[src/rtl/bomb_pkg.sv]
// Shared constants for the bomb scheduler: slot state encoding, health width,
// winner codes and the saturating health helper.
package bomb_pkg;

    localparam int HP_W = 2;

    localparam logic [1:0] SLOT_IDLE  = 2'd0;
    localparam logic [1:0] SLOT_ARMED = 2'd1;
    localparam logic [1:0] SLOT_BLAST = 2'd2;

    localparam logic [1:0] WIN_NONE = 2'b00;
    localparam logic [1:0] WIN_A    = 2'b01;
    localparam logic [1:0] WIN_B    = 2'b10;
    localparam logic [1:0] WIN_DRAW = 2'b11;

    function automatic logic [HP_W-1:0] hp_after_hit(input logic [HP_W-1:0] hp,
                                                      input logic hit);
        return (hit && (hp != '0)) ? hp - HP_W'(1) : hp;
    endfunction

endpackage

[src/rtl/bomb_slot.sv]
// One bomb slot: fuse countdown, blast hold, owner and cell; explode pulses on
// the cycle whose tick moves the slot from ARMED to BLAST.
//  state      | meaning
//  SLOT_IDLE  | free, may be granted
//  SLOT_ARMED | fuse counting down on ticks
//  SLOT_BLAST | exploded, blast held until count reaches zero
module bomb_slot
    import bomb_pkg::*;
#(
    parameter int COORD_W     = 4,
    parameter int CNT_W       = 5,
    parameter int FUSE_TICKS  = 20,
    parameter int BLAST_TICKS = 5
)(
    input  logic                 i_clk,
    input  logic                 i_rst,
    input  logic                 i_tick,
    input  logic                 i_freeze,
    input  logic                 i_load,
    input  logic                 i_load_owner,
    input  logic [2*COORD_W-1:0] i_load_pos,
    output logic                 o_valid,
    output logic                 o_blast,
    output logic                 o_owner,
    output logic                 o_explode,
    output logic [2*COORD_W-1:0] o_pos
);

    logic [1:0]           r_state;
    logic [CNT_W-1:0]     r_cnt;
    logic                 r_owner;
    logic [2*COORD_W-1:0] r_pos;
    logic                 w_adv;
    logic                 w_last;

    assign w_adv  = i_tick && !i_freeze;
    assign w_last = (r_cnt == CNT_W'(1));

    always_ff @(posedge i_clk or posedge i_rst) begin
        if (i_rst) begin
            r_state <= SLOT_IDLE;
            r_cnt   <= '0;
            r_owner <= 1'b0;
            r_pos   <= '0;
        end else begin
            case (r_state)
                SLOT_IDLE: begin
                    if (i_load) begin
                        r_state <= SLOT_ARMED;
                        r_cnt   <= CNT_W'(FUSE_TICKS);
                        r_owner <= i_load_owner;
                        r_pos   <= i_load_pos;
                    end
                end
                SLOT_ARMED: begin
                    if (w_adv) begin
                        if (w_last) begin
                            r_state <= SLOT_BLAST;
                            r_cnt   <= CNT_W'(BLAST_TICKS);
                        end else begin
                            r_cnt <= r_cnt - CNT_W'(1);
                        end
                    end
                end
                SLOT_BLAST: begin
                    if (w_adv) begin
                        if (w_last) begin
                            r_state <= SLOT_IDLE;
                            r_cnt   <= '0;
                            r_owner <= 1'b0;
                            r_pos   <= '0;
                        end else begin
                            r_cnt <= r_cnt - CNT_W'(1);
                        end
                    end
                end
                default: r_state <= SLOT_IDLE;
            endcase
        end
    end

    assign o_valid   = (r_state != SLOT_IDLE);
    assign o_blast   = (r_state == SLOT_BLAST);
    assign o_owner   = r_owner;
    assign o_pos     = r_pos;
    assign o_explode = (r_state == SLOT_ARMED) && w_adv && w_last;

endmodule

[src/rtl/bomb_scheduler.sv]
// Shared bomb pool for the two-player game: drop capture, round-robin grant,
// per-owner limits, blast damage, health and game-over tracking.
module bomb_scheduler
    import bomb_pkg::*;
#(
    parameter int NUM_SLOTS      = 4,
    parameter int MAX_PER_PLAYER = 2,
    parameter int FUSE_TICKS     = 20,
    parameter int BLAST_TICKS    = 5,
    parameter int RANGE          = 2,
    parameter int START_HP       = 3,
    parameter int COORD_W        = 4
)(
    input  logic                           i_clk,
    input  logic                           i_rst,
    input  logic                           i_tick,
    input  logic                           i_drop_a,
    input  logic                           i_drop_b,
    input  logic [2*COORD_W-1:0]           i_pos_a,
    input  logic [2*COORD_W-1:0]           i_pos_b,
    output logic [NUM_SLOTS-1:0]           o_bomb_valid,
    output logic [NUM_SLOTS-1:0]           o_bomb_blast,
    output logic [NUM_SLOTS*2*COORD_W-1:0] o_bomb_pos,
    output logic [1:0]                     o_reject,
    output logic [HP_W-1:0]                o_hp_a,
    output logic [HP_W-1:0]                o_hp_b,
    output logic                           o_game_over,
    output logic [1:0]                     o_winner
);

    localparam int CNT_MAX = (FUSE_TICKS > BLAST_TICKS) ? FUSE_TICKS : BLAST_TICKS;
    localparam int CNT_W   = $clog2(CNT_MAX + 1);
    localparam int OWN_W   = $clog2(NUM_SLOTS + 1);
    localparam logic [OWN_W-1:0]   ONE_OWN = OWN_W'(1);
    localparam logic [OWN_W-1:0]   MAX_OWN = OWN_W'(MAX_PER_PLAYER);
    localparam logic [COORD_W:0]   RANGE_C = (COORD_W + 1)'(RANGE);

    logic                 r_pend_a, r_pend_b;
    logic [2*COORD_W-1:0] r_lat_a, r_lat_b;
    logic                 r_rr;
    logic [1:0]           r_reject;
    logic [HP_W-1:0]      r_hp_a, r_hp_b;
    logic                 r_game_over;
    logic [1:0]           r_winner;

    logic [NUM_SLOTS-1:0]  w_valid, w_blast, w_owner, w_explode, w_free, w_pick, w_load;
    logic [2*COORD_W-1:0]  w_pos [NUM_SLOTS];
    logic [OWN_W-1:0]      w_cnt_a, w_cnt_b, w_sel_cnt;
    logic                  w_req, w_sel_b, w_collide, w_grant, w_rej;
    logic [2*COORD_W-1:0]  w_sel_pos;
    logic                  w_hit_a, w_hit_b;

    // Blast is a cross along the row and column, reach RANGE cells each way.
    function automatic logic covers(input logic [2*COORD_W-1:0] p,
                                    input logic [2*COORD_W-1:0] b);
        logic [COORD_W-1:0] px, py, bx, by, dx, dy;
        px = p[COORD_W-1:0];
        py = p[2*COORD_W-1:COORD_W];
        bx = b[COORD_W-1:0];
        by = b[2*COORD_W-1:COORD_W];
        dx = (px >= bx) ? px - bx : bx - px;
        dy = (py >= by) ? py - by : by - py;
        return ((py == by) && ({1'b0, dx} <= RANGE_C)) ||
               ((px == bx) && ({1'b0, dy} <= RANGE_C));
    endfunction

    for (genvar g = 0; g < NUM_SLOTS; g++) begin : g_slot
        bomb_slot #(
            .COORD_W    (COORD_W),
            .CNT_W      (CNT_W),
            .FUSE_TICKS (FUSE_TICKS),
            .BLAST_TICKS(BLAST_TICKS)
        ) u_slot (
            .i_clk       (i_clk),
            .i_rst       (i_rst),
            .i_tick      (i_tick),
            .i_freeze    (r_game_over),
            .i_load      (w_load[g]),
            .i_load_owner(w_sel_b),
            .i_load_pos  (w_sel_pos),
            .o_valid     (w_valid[g]),
            .o_blast     (w_blast[g]),
            .o_owner     (w_owner[g]),
            .o_explode   (w_explode[g]),
            .o_pos       (w_pos[g])
        );
        assign o_bomb_pos[g*2*COORD_W +: 2*COORD_W] = w_pos[g];
    end

    always_comb begin
        w_cnt_a = '0;
        w_cnt_b = '0;
        for (int i = 0; i < NUM_SLOTS; i++) begin
            if (w_valid[i]) begin
                if (w_owner[i]) w_cnt_b = w_cnt_b + ONE_OWN;
                else            w_cnt_a = w_cnt_a + ONE_OWN;
            end
        end
    end

    assign w_req     = r_pend_a || r_pend_b;
    assign w_sel_b   = r_pend_b && (!r_pend_a || r_rr);
    assign w_sel_pos = w_sel_b ? r_lat_b : r_lat_a;
    assign w_sel_cnt = w_sel_b ? w_cnt_b : w_cnt_a;
    assign w_free    = ~w_valid;
    assign w_pick    = w_free & (~w_free + NUM_SLOTS'(1));

    always_comb begin
        w_collide = 1'b0;
        for (int i = 0; i < NUM_SLOTS; i++) begin
            if (w_valid[i] && (w_pos[i] == w_sel_pos)) w_collide = 1'b1;
        end
    end

    assign w_grant = w_req && !r_game_over && (|w_free) && (w_sel_cnt < MAX_OWN) && !w_collide;
    assign w_rej   = w_req && !w_grant;
    assign w_load  = w_grant ? w_pick : '0;

    always_comb begin
        w_hit_a = 1'b0;
        w_hit_b = 1'b0;
        for (int i = 0; i < NUM_SLOTS; i++) begin
            if (w_explode[i]) begin
                if (covers(i_pos_a, w_pos[i])) w_hit_a = 1'b1;
                if (covers(i_pos_b, w_pos[i])) w_hit_b = 1'b1;
            end
        end
    end

    always_ff @(posedge i_clk or posedge i_rst) begin
        if (i_rst) begin
            r_pend_a    <= 1'b0;
            r_pend_b    <= 1'b0;
            r_lat_a     <= '0;
            r_lat_b     <= '0;
            r_rr        <= 1'b0;
            r_reject    <= 2'b00;
            r_hp_a      <= HP_W'(START_HP);
            r_hp_b      <= HP_W'(START_HP);
            r_game_over <= 1'b0;
            r_winner    <= WIN_NONE;
        end else begin
            r_reject <= {w_rej && w_sel_b, w_rej && !w_sel_b};

            if (w_req && !w_sel_b) begin
                r_pend_a <= 1'b0;
            end else if (i_drop_a && !r_pend_a) begin
                r_pend_a <= 1'b1;
                r_lat_a  <= i_pos_a;
            end

            if (w_req && w_sel_b) begin
                r_pend_b <= 1'b0;
            end else if (i_drop_b && !r_pend_b) begin
                r_pend_b <= 1'b1;
                r_lat_b  <= i_pos_b;
            end

            // The pointer only moves when it actually settled a contest.
            if (w_grant && r_pend_a && r_pend_b) r_rr <= !w_sel_b;

            r_hp_a <= hp_after_hit(r_hp_a, w_hit_a);
            r_hp_b <= hp_after_hit(r_hp_b, w_hit_b);

            if (!r_game_over && ((r_hp_a == '0) || (r_hp_b == '0))) begin
                r_game_over <= 1'b1;
                if ((r_hp_a == '0) && (r_hp_b == '0)) r_winner <= WIN_DRAW;
                else if (r_hp_a == '0)                r_winner <= WIN_B;
                else                                  r_winner <= WIN_A;
            end
        end
    end

    assign o_bomb_valid = w_valid;
    assign o_bomb_blast = w_blast;
    assign o_reject     = r_reject;
    assign o_hp_a       = r_hp_a;
    assign o_hp_b       = r_hp_b;
    assign o_game_over  = r_game_over;
    assign o_winner     = r_winner;

endmodule
[config.mk]
export PLATFORM = sky130hd
export DESIGN_NAME = bomb_scheduler
export DESIGN_NICKNAME = d
export VERILOG_FILES = /design/src/rtl/bomb_pkg.sv /design/src/rtl/bomb_slot.sv /design/src/rtl/bomb_scheduler.sv
export SDC_FILE = /design/constraint.sdc
export NUM_CORES = 1
export LEC_CHECK = 0
export BUFFER_PORTS_ARGS = -buffer_cell sky130_fd_sc_hd__buf_2
export CAP_MARGIN = 20
export CORE_ASPECT_RATIO = 0.75
export CORE_MARGIN = 5
export CORE_UTILIZATION = 45
export CTS_BUF_LIST = sky130_fd_sc_hd__clkbuf_2
export DETAILED_ROUTE_END_ITERATION = 8
export HOLD_SLACK_MARGIN = 0.15
export PLACE_DENSITY = 0.66
export REMOVE_ABC_BUFFERS = 1
export SKIP_CTS_REPAIR_TIMING = 1
export SLEW_MARGIN = 20
export SYNTH_ARGS = -nofsm -noshare
export SYNTH_HDL_FRONTEND = slang
export SYNTH_HIERARCHICAL = 1
export SYNTH_SLANG_ARGS = --single-unit
export TNS_END_PERCENT = 100
[constraint.sdc]
create_clock -name i_clk -period 5 [get_ports i_clk]
set_clock_uncertainty 0.1 [all_clocks]
set_input_delay 1 -clock i_clk [delete_from_list [all_inputs] [get_ports i_clk]]
set_output_delay 1 -clock i_clk [all_outputs]
set_load 0.02 [all_outputs]
Word level (Yosys, flattened, before mapping)
Index checks and enable logic that the tools add are counted.

cells by class
  add/sub/neg operators = 45
  multipliers = 0
  divide/modulo/power cells = 0
  $lt $le $gt $ge = 33
  equal/unequal tests = 52
  shifts and indexed selects = 0
  mux-type cells = 141
  bitwise operators = 5
  reduce and logical (&&, ||, !) cells = 101

operator list
  kind                                                             count
  subtractor 4 bit                                                 32
  two-way mux 8 bit                                                13
  two-way mux 5 bit                                                20
  two-way mux 4 bit                                                17
  equality test 4 bit                                              16
  >= comparator 4 bit                                              16
  less-or-equal comparator 4 x 2 -> 1 bit (second input constant)  16
  case mux 8 bit (2 select lines)                                  4
  case mux 5 bit (3 select lines)                                  4
  logical AND 1 bit                                                47
  two-way mux 2 bit                                                22
  two-way mux 1 bit                                                40
  two-way mux 3 bit                                                13
  equality test 8 bit                                              4
  AND reduction 4 bit                                              8
  inequality test 2 bit (second input constant)                    15
  case mux 2 bit (3 select lines)                                  4
  nonzero test 2 bit                                               12
  equality test 5 x 1 -> 1 bit (second input constant)             4
  AND reduction 5 bit                                              4
  subtractor 5 x 1 -> 5 bit (second input constant)                4
  adder 3 x 1 -> 3 bit (second input constant)                     6
  zero test 2 bit                                                  6
  nonzero test 3 bit                                               4
  other kinds (14)                                                 46

word-level totals
  flip-flop bits (word level) = 92
  bits in latches = 0
  bits in writable memories = 0
  memory bits (read-only) = 0
  input port bits = 21
  memories = 0

Longest topological paths before layout
  depth after elaboration = 18
  depth in mapped cells = 23
  gate-level depth less buffers = 21

By module
Netlist, hierarchy kept.

modules (own cells, without submodules)
  module                            instances  cells each  area an instance (um2)  seq. area each (um2)
  bomb_scheduler                    1          799         6,790.3                 705.7
  bomb_slot (g_slot[2].u_slot ...)  2          101         964.7                   400.4
  bomb_slot (g_slot[1].u_slot)      1          97          979.7                   400.4
  bomb_slot (g_slot[0].u_slot)      1          99          958.4                   400.4

Worst setup path before layout
No wires, ideal clock.

  kind = register to register
  from = reg g_slot[0].u_slot.r_state[0]
  to = reg g_slot[3].u_slot.r_cnt[3]
  data arrival time = 4.956 ns
  data required time = 4.831 ns
  path slack = -0.125 ns
  stages on the path, launching flop included = 22
  path buffers = 2
  period minus slack after synthesis = 5.125 ns
  cells stage by stage = dfrtp_1 > inv_1 > ha_1 > clkbuf_1 > inv_1 > clkbuf_1 > nor2b_1 > ha_1 > mux2_2 > ha_1 > nand2_1 > o21ai_0 > ha_1 > o311ai_0 > o2111ai_1 > a41o_1 > nor3_2 > nor3b_1 > nor2b_1 > a211o_1 > or4_1 > nand3_1

between the ends
  cells in the longest elaborated chain, start to end = 18

RTL lines
  element                                         line                                        RTL
  from (decl)                                     bomb_slot.sv:29                             logic [1:0] r_state;
  from (signal assigned)                          bomb_slot.sv:41                             r_state <= SLOT_IDLE;
  from (signal assigned)                          bomb_slot.sv:49                             r_state <= SLOT_ARMED;
  from (signal assigned)                          bomb_slot.sv:58                             r_state <= SLOT_BLAST;
  nonzero test 2 bit (*)                          bomb_slot.sv:82                             assign o_valid = (r_state != SLOT_IDLE);
  named net o_bomb_valid[0]                       bomb_scheduler.sv:21                        output logic [NUM_SLOTS-1:0] o_bomb_valid,
  two-way mux 1 bit                               bomb_scheduler.sv:94                        if (w_valid[i]) begin
  adder 3 x 1 -> 3 bit, on equally long branches  bomb_scheduler.sv:96, bomb_scheduler.sv:95
  two-way mux 3 bit                               bomb_scheduler.sv:95                        if (w_owner[i]) w_cnt_b = w_cnt_b + ONE_OWN;
  two-way mux 3 bit                               bomb_scheduler.sv:94
  adder 3 x 1 -> 3 bit, on equally long branches  bomb_scheduler.sv:96, bomb_scheduler.sv:95
  two-way mux 3 bit                               bomb_scheduler.sv:95
  [3 not listed]                                  --
  two-way mux 3 bit                               bomb_scheduler.sv:94
  two-way mux 3 bit                               bomb_scheduler.sv:104                       assign w_sel_cnt = w_sel_b ? w_cnt_b : w_cnt_a;
  < comparator 3 x 2 -> 1 bit                     bomb_scheduler.sv:115                       assign w_grant = w_req && !r_game_over && (|w_free) && (w_sel_cnt < MAX_OWN) && !w_collide;
  logical AND 1 bit (2 in series)                 bomb_scheduler.sv:115
  two-way mux 4 bit (*)                           bomb_scheduler.sv:117                       assign w_load = w_grant ? w_pick : '0;
  named net w_load[3]                             bomb_scheduler.sv:46                        logic [NUM_SLOTS-1:0] w_valid, w_blast, w_owner, w_explode, w_free, w_pick, w_load;
  inequality test 2 bit (no line) (*)             --
  AND reduction 4 bit (no line) (*)               --
  to (signal assigned)                            bomb_slot.sv:59                             r_cnt <= CNT_W'(BLAST_TICKS);
  to (signal assigned)                            bomb_slot.sv:61                             r_cnt <= r_cnt - CNT_W'(1);
  to (signal assigned)                            bomb_slot.sv:73                             r_cnt <= r_cnt - CNT_W'(1);
  to (decl)                                       bomb_slot.sv:30                             logic [CNT_W-1:0] r_cnt;

The timed path passes the listed nets; every way through them passes the cells marked *.
A chain may end at the register's enable or synchronous reset.

Worst setup path after layout
  from = reg g_slot[0].u_slot.r_state[0]
  to = reg g_slot[2].u_slot.r_cnt[3]

between the ends
  cells in the longest elaborated chain, start to end = 18

RTL lines
  element                                         line
  nonzero test 2 bit (*)                          bomb_slot.sv:82
  two-way mux 1 bit                               bomb_scheduler.sv:94
  adder 3 x 1 -> 3 bit, on equally long branches  bomb_scheduler.sv:96, bomb_scheduler.sv:95
  two-way mux 3 bit                               bomb_scheduler.sv:95
  two-way mux 3 bit                               bomb_scheduler.sv:94
  adder 3 x 1 -> 3 bit, on equally long branches  bomb_scheduler.sv:96, bomb_scheduler.sv:95
  two-way mux 3 bit                               bomb_scheduler.sv:95
  two-way mux 3 bit                               bomb_scheduler.sv:94
  [2 not listed]                                  --
  two-way mux 3 bit                               bomb_scheduler.sv:94
  two-way mux 3 bit                               bomb_scheduler.sv:104
  < comparator 3 x 2 -> 1 bit                     bomb_scheduler.sv:115
  logical AND 1 bit (2 in series)                 bomb_scheduler.sv:115
  two-way mux 4 bit (*)                           bomb_scheduler.sv:117
  named net w_load[2]                             bomb_scheduler.sv:46
  inequality test 2 bit (no line) (*)             --
  AND reduction 4 bit (no line) (*)               --
  to (signal assigned)                            bomb_slot.sv:59
  to (signal assigned)                            bomb_slot.sv:61
  to (signal assigned)                            bomb_slot.sv:73
  to (decl)                                       bomb_slot.sv:30

Marked as above.

==> results.ini <==
[setup_path]
crit_fanout=6
worst_setup_path_start_kind=flip-flop
cp_slowest_cell=or4_1
crit_chain=inv_1, ha_1, inv_2, nor2b_2, ha_1, mux2_2, ha_1, nand2_1, o21ai_0, ha_1, o311ai_1, o2111ai_1, a41o_1, nor3_2, buf_4, and4b_1, nor2b_1, a211o_1, or4_1, nand3_1
end_kind=flip-flop
required_ns=5.45
path_buf_inv=3
arrival_ns=5.14
path_common_cell=ha_1
crit_path_max_incr_delay_ns=0.52
crit_family=simple AND/OR/NAND/NOR gates
criticalPathCategory=flip-flop to flip-flop

[sta]
maxSlewViolCount=0
fin_crit_ns=4.69
tightest_slew_ns=1.09
setup_viol=0
timing.final.ws_setup_ns=0.307
rsz0062_at_grt=false
hold_violations=0
timing.fmax_mhz=213
post-route-period-util_pct=93.9
slew_headroom_pct=27.3
finalSetupTns_ns=0

[die]
rows=48
die_area_mm2=0.0269
die_h_um=143
die_x_um=188
fp.coreArea_mm2=0.0232
io_pins=70
initial_utilization_pct=46.0

[grt]
first_global_vias=8869
gr-total-overflow=0
grt_use_met2_pct=34.2
grt_use_met1_pct=36.8
grt_start_max_net_pins=27
grt_pass1_wl_mm=51.0
grt_util_all_layers_pct=24.0
grt_use_met3_pct=6.28
antenna_found_initial=0
top_usage_layer=met1

[routing]
drcViolationCount=0
wl_per_cell_um=20.9
vias_per_cell=6.08
ant_nets=0
routed_wl_mm=32.6
firstDrtPassIters=6
num_vias=9503
drt_iter0_markers=804

[synth]
syn_area_per_cell_um2=8.90
ys_types=96
yosysWarnings=6
yosysSeqAreaShare_pct=21.6
ys.flop_type=dfrtp_1
netlist_area_mm2=0.0107
synthArstFlopShare_pct=100
syn-instance-count=1197
ys_ff_latch=92
synth_edf_count=0

[clocking]
cts_tree=yes
clk_latency_ns=0.62
cts_made_buffers=9
clk_pin_slew_ns=0.23
htreeDepth=3
clk_path_buf_depth=2
clock_sinks=92
cts_root_buf=clkbuf_2

[finish]
final_common_cell=ha_1
regArea_mm2=0.00231
multi_input_area_mm2=0.00776
syn_to_final_growth_pct=7.67
nFillCells=2197
drive_gt1_share_pct=13.2
postLayoutCellArea_mm2=0.0115
instances_no_fill=1564
layout_common_cells=148 x ha_1, 112 x inv_1, 88 x dfrtp_1
nets=1459

[power]
power.share.clock_pct=6.7
switching_share_pct=53.0
p_comb_share_pct=70.8
power_density_mw_per_mm2=578
seqPwrFrac_pct=22.6
intPower_mw=3.12
p_leak_nw=5.21
power_switching_mw=3.52
ir_drop_mv=0.218

[placement]
placedCellCount=1545
postPlaceCellArea_mm2=0.0113
io_buffers=69
dp_hpwl_mm=25.8
place_ws_ns=0.120
gp_congestion=0.951

[job]
maxCapViolCount=0

[outcome]
status=finished, final reports clean

[worst_hold_path]
hold_path_class=flip-flop to flip-flop

==> tightest hold or removal path, cell delays in order (launching register included) <==
cell	delay [ns]
dfstp_2	0.42
inv_1	0.06
mux2i_1	0.06
==> registers in the layout, summed over array words and instances (netlist names) <==
name / count
r_lat_b: 8
g_slot.u_slot/o_pos: 32
r_pend_a: 1
o_reject: 2
o_hp_b: 2
g_slot.u_slot/o_owner: 4
r_lat_a: 8
g_slot.u_slot/r_state: 8
o_hp_a: 2
g_slot.u_slot/r_cnt: 20
r_rr: 1
o_game_over: 1
o_winner: 2
r_pend_b: 1
==> power groups by stage <==
stage	registers [mW]	logic, mW	clock network (mW)
2_1_floorplan	1.45	3.30	0
3_3_place_gp	1.50	4.51	0
3_5_place_dp	1.50	4.58	0
4_1_cts	1.49	4.60	0.455
5_1_grt	1.54	5.19	0.486
6_report	1.50	4.70	0.441
==> kinds of logic after synthesis <==
family	count (synthesis)	share of synthesized area (%)
AO/OA/AOI/OAI	339	21.6
XOR/XNOR	49	4.03
adder cells (fa/ha/maj)	180	23.4
buffers and inverters	151	5.64
flip-flops	92	21.6
multiplexers	50	5.28
AND/OR/NAND/NOR	336	18.5
==> per-layer routing <==
layer	wire [um]	vias up
li1	-	4501
met2	13200	387
met5	0	-
met1	15900	4581
met4	386	0
met3	3130	34
==> synth_stat cells, drive strengths merged, types with 32 or more instances <==
library cell,count,share of area (%)
xnor2,41,3.4
nor2b,51,3.0
fa,32,6.0
dfrtp,88,21
nor2,40,1.4
nand2,53,1.9
a21oi,87,4.1
inv,117,4.1
nand3,33,1.5
o21ai,74,3.5
o2bb2ai,36,3.0
ha,148,17
==> path summary, 6_finish.rpt <==
check / start / to / slack, ns / cells after the start
worst max-delay path: g_slot[0].u_slot/r_state[0] / g_slot[2].u_slot/r_cnt[3] / 0.31 / 20
worst min-delay path: o_hp_b[1] / o_hp_b[1] / 0.41 / 2
worst max register to register: g_slot[0].u_slot/r_state[0] / g_slot[2].u_slot/r_cnt[3] / 0.31 / 20
worst min register to register: o_hp_b[1] / o_hp_b[1] / 0.41 / 2
max in group asynchronous: i_rst / g_slot[0].u_slot/r_cnt[1] / 3.32 / 3
min in group asynchronous: i_rst / o_reject[0] / 0.72 / 3
==> layout make-up <==
class,count,share of cell area [%]
diodes,1,0.0218
clock buffers,13,0.567
clock inverters,3,0.567
inverters,118,3.88
multi-input cells,954,67.6
flip-flops and latches,92,20.1
well taps,300,3.27
repair buffers,83,3.95
==> stage by stage <==
stage | power, mW | util, % | hold slack, ns
after floorplan | 4.75 | - | 0.369
after global placement | 6.00 | 48.8 | 0.387
after detailed placement | 6.08 | 48.8 | 0.386
after CTS | 6.54 | 49.4 | 0.101
after global routing | 7.21 | 49.5 | 0.428
final | 6.64 | 49.5 | 0.409
Power figures use the tool's default switching activity.
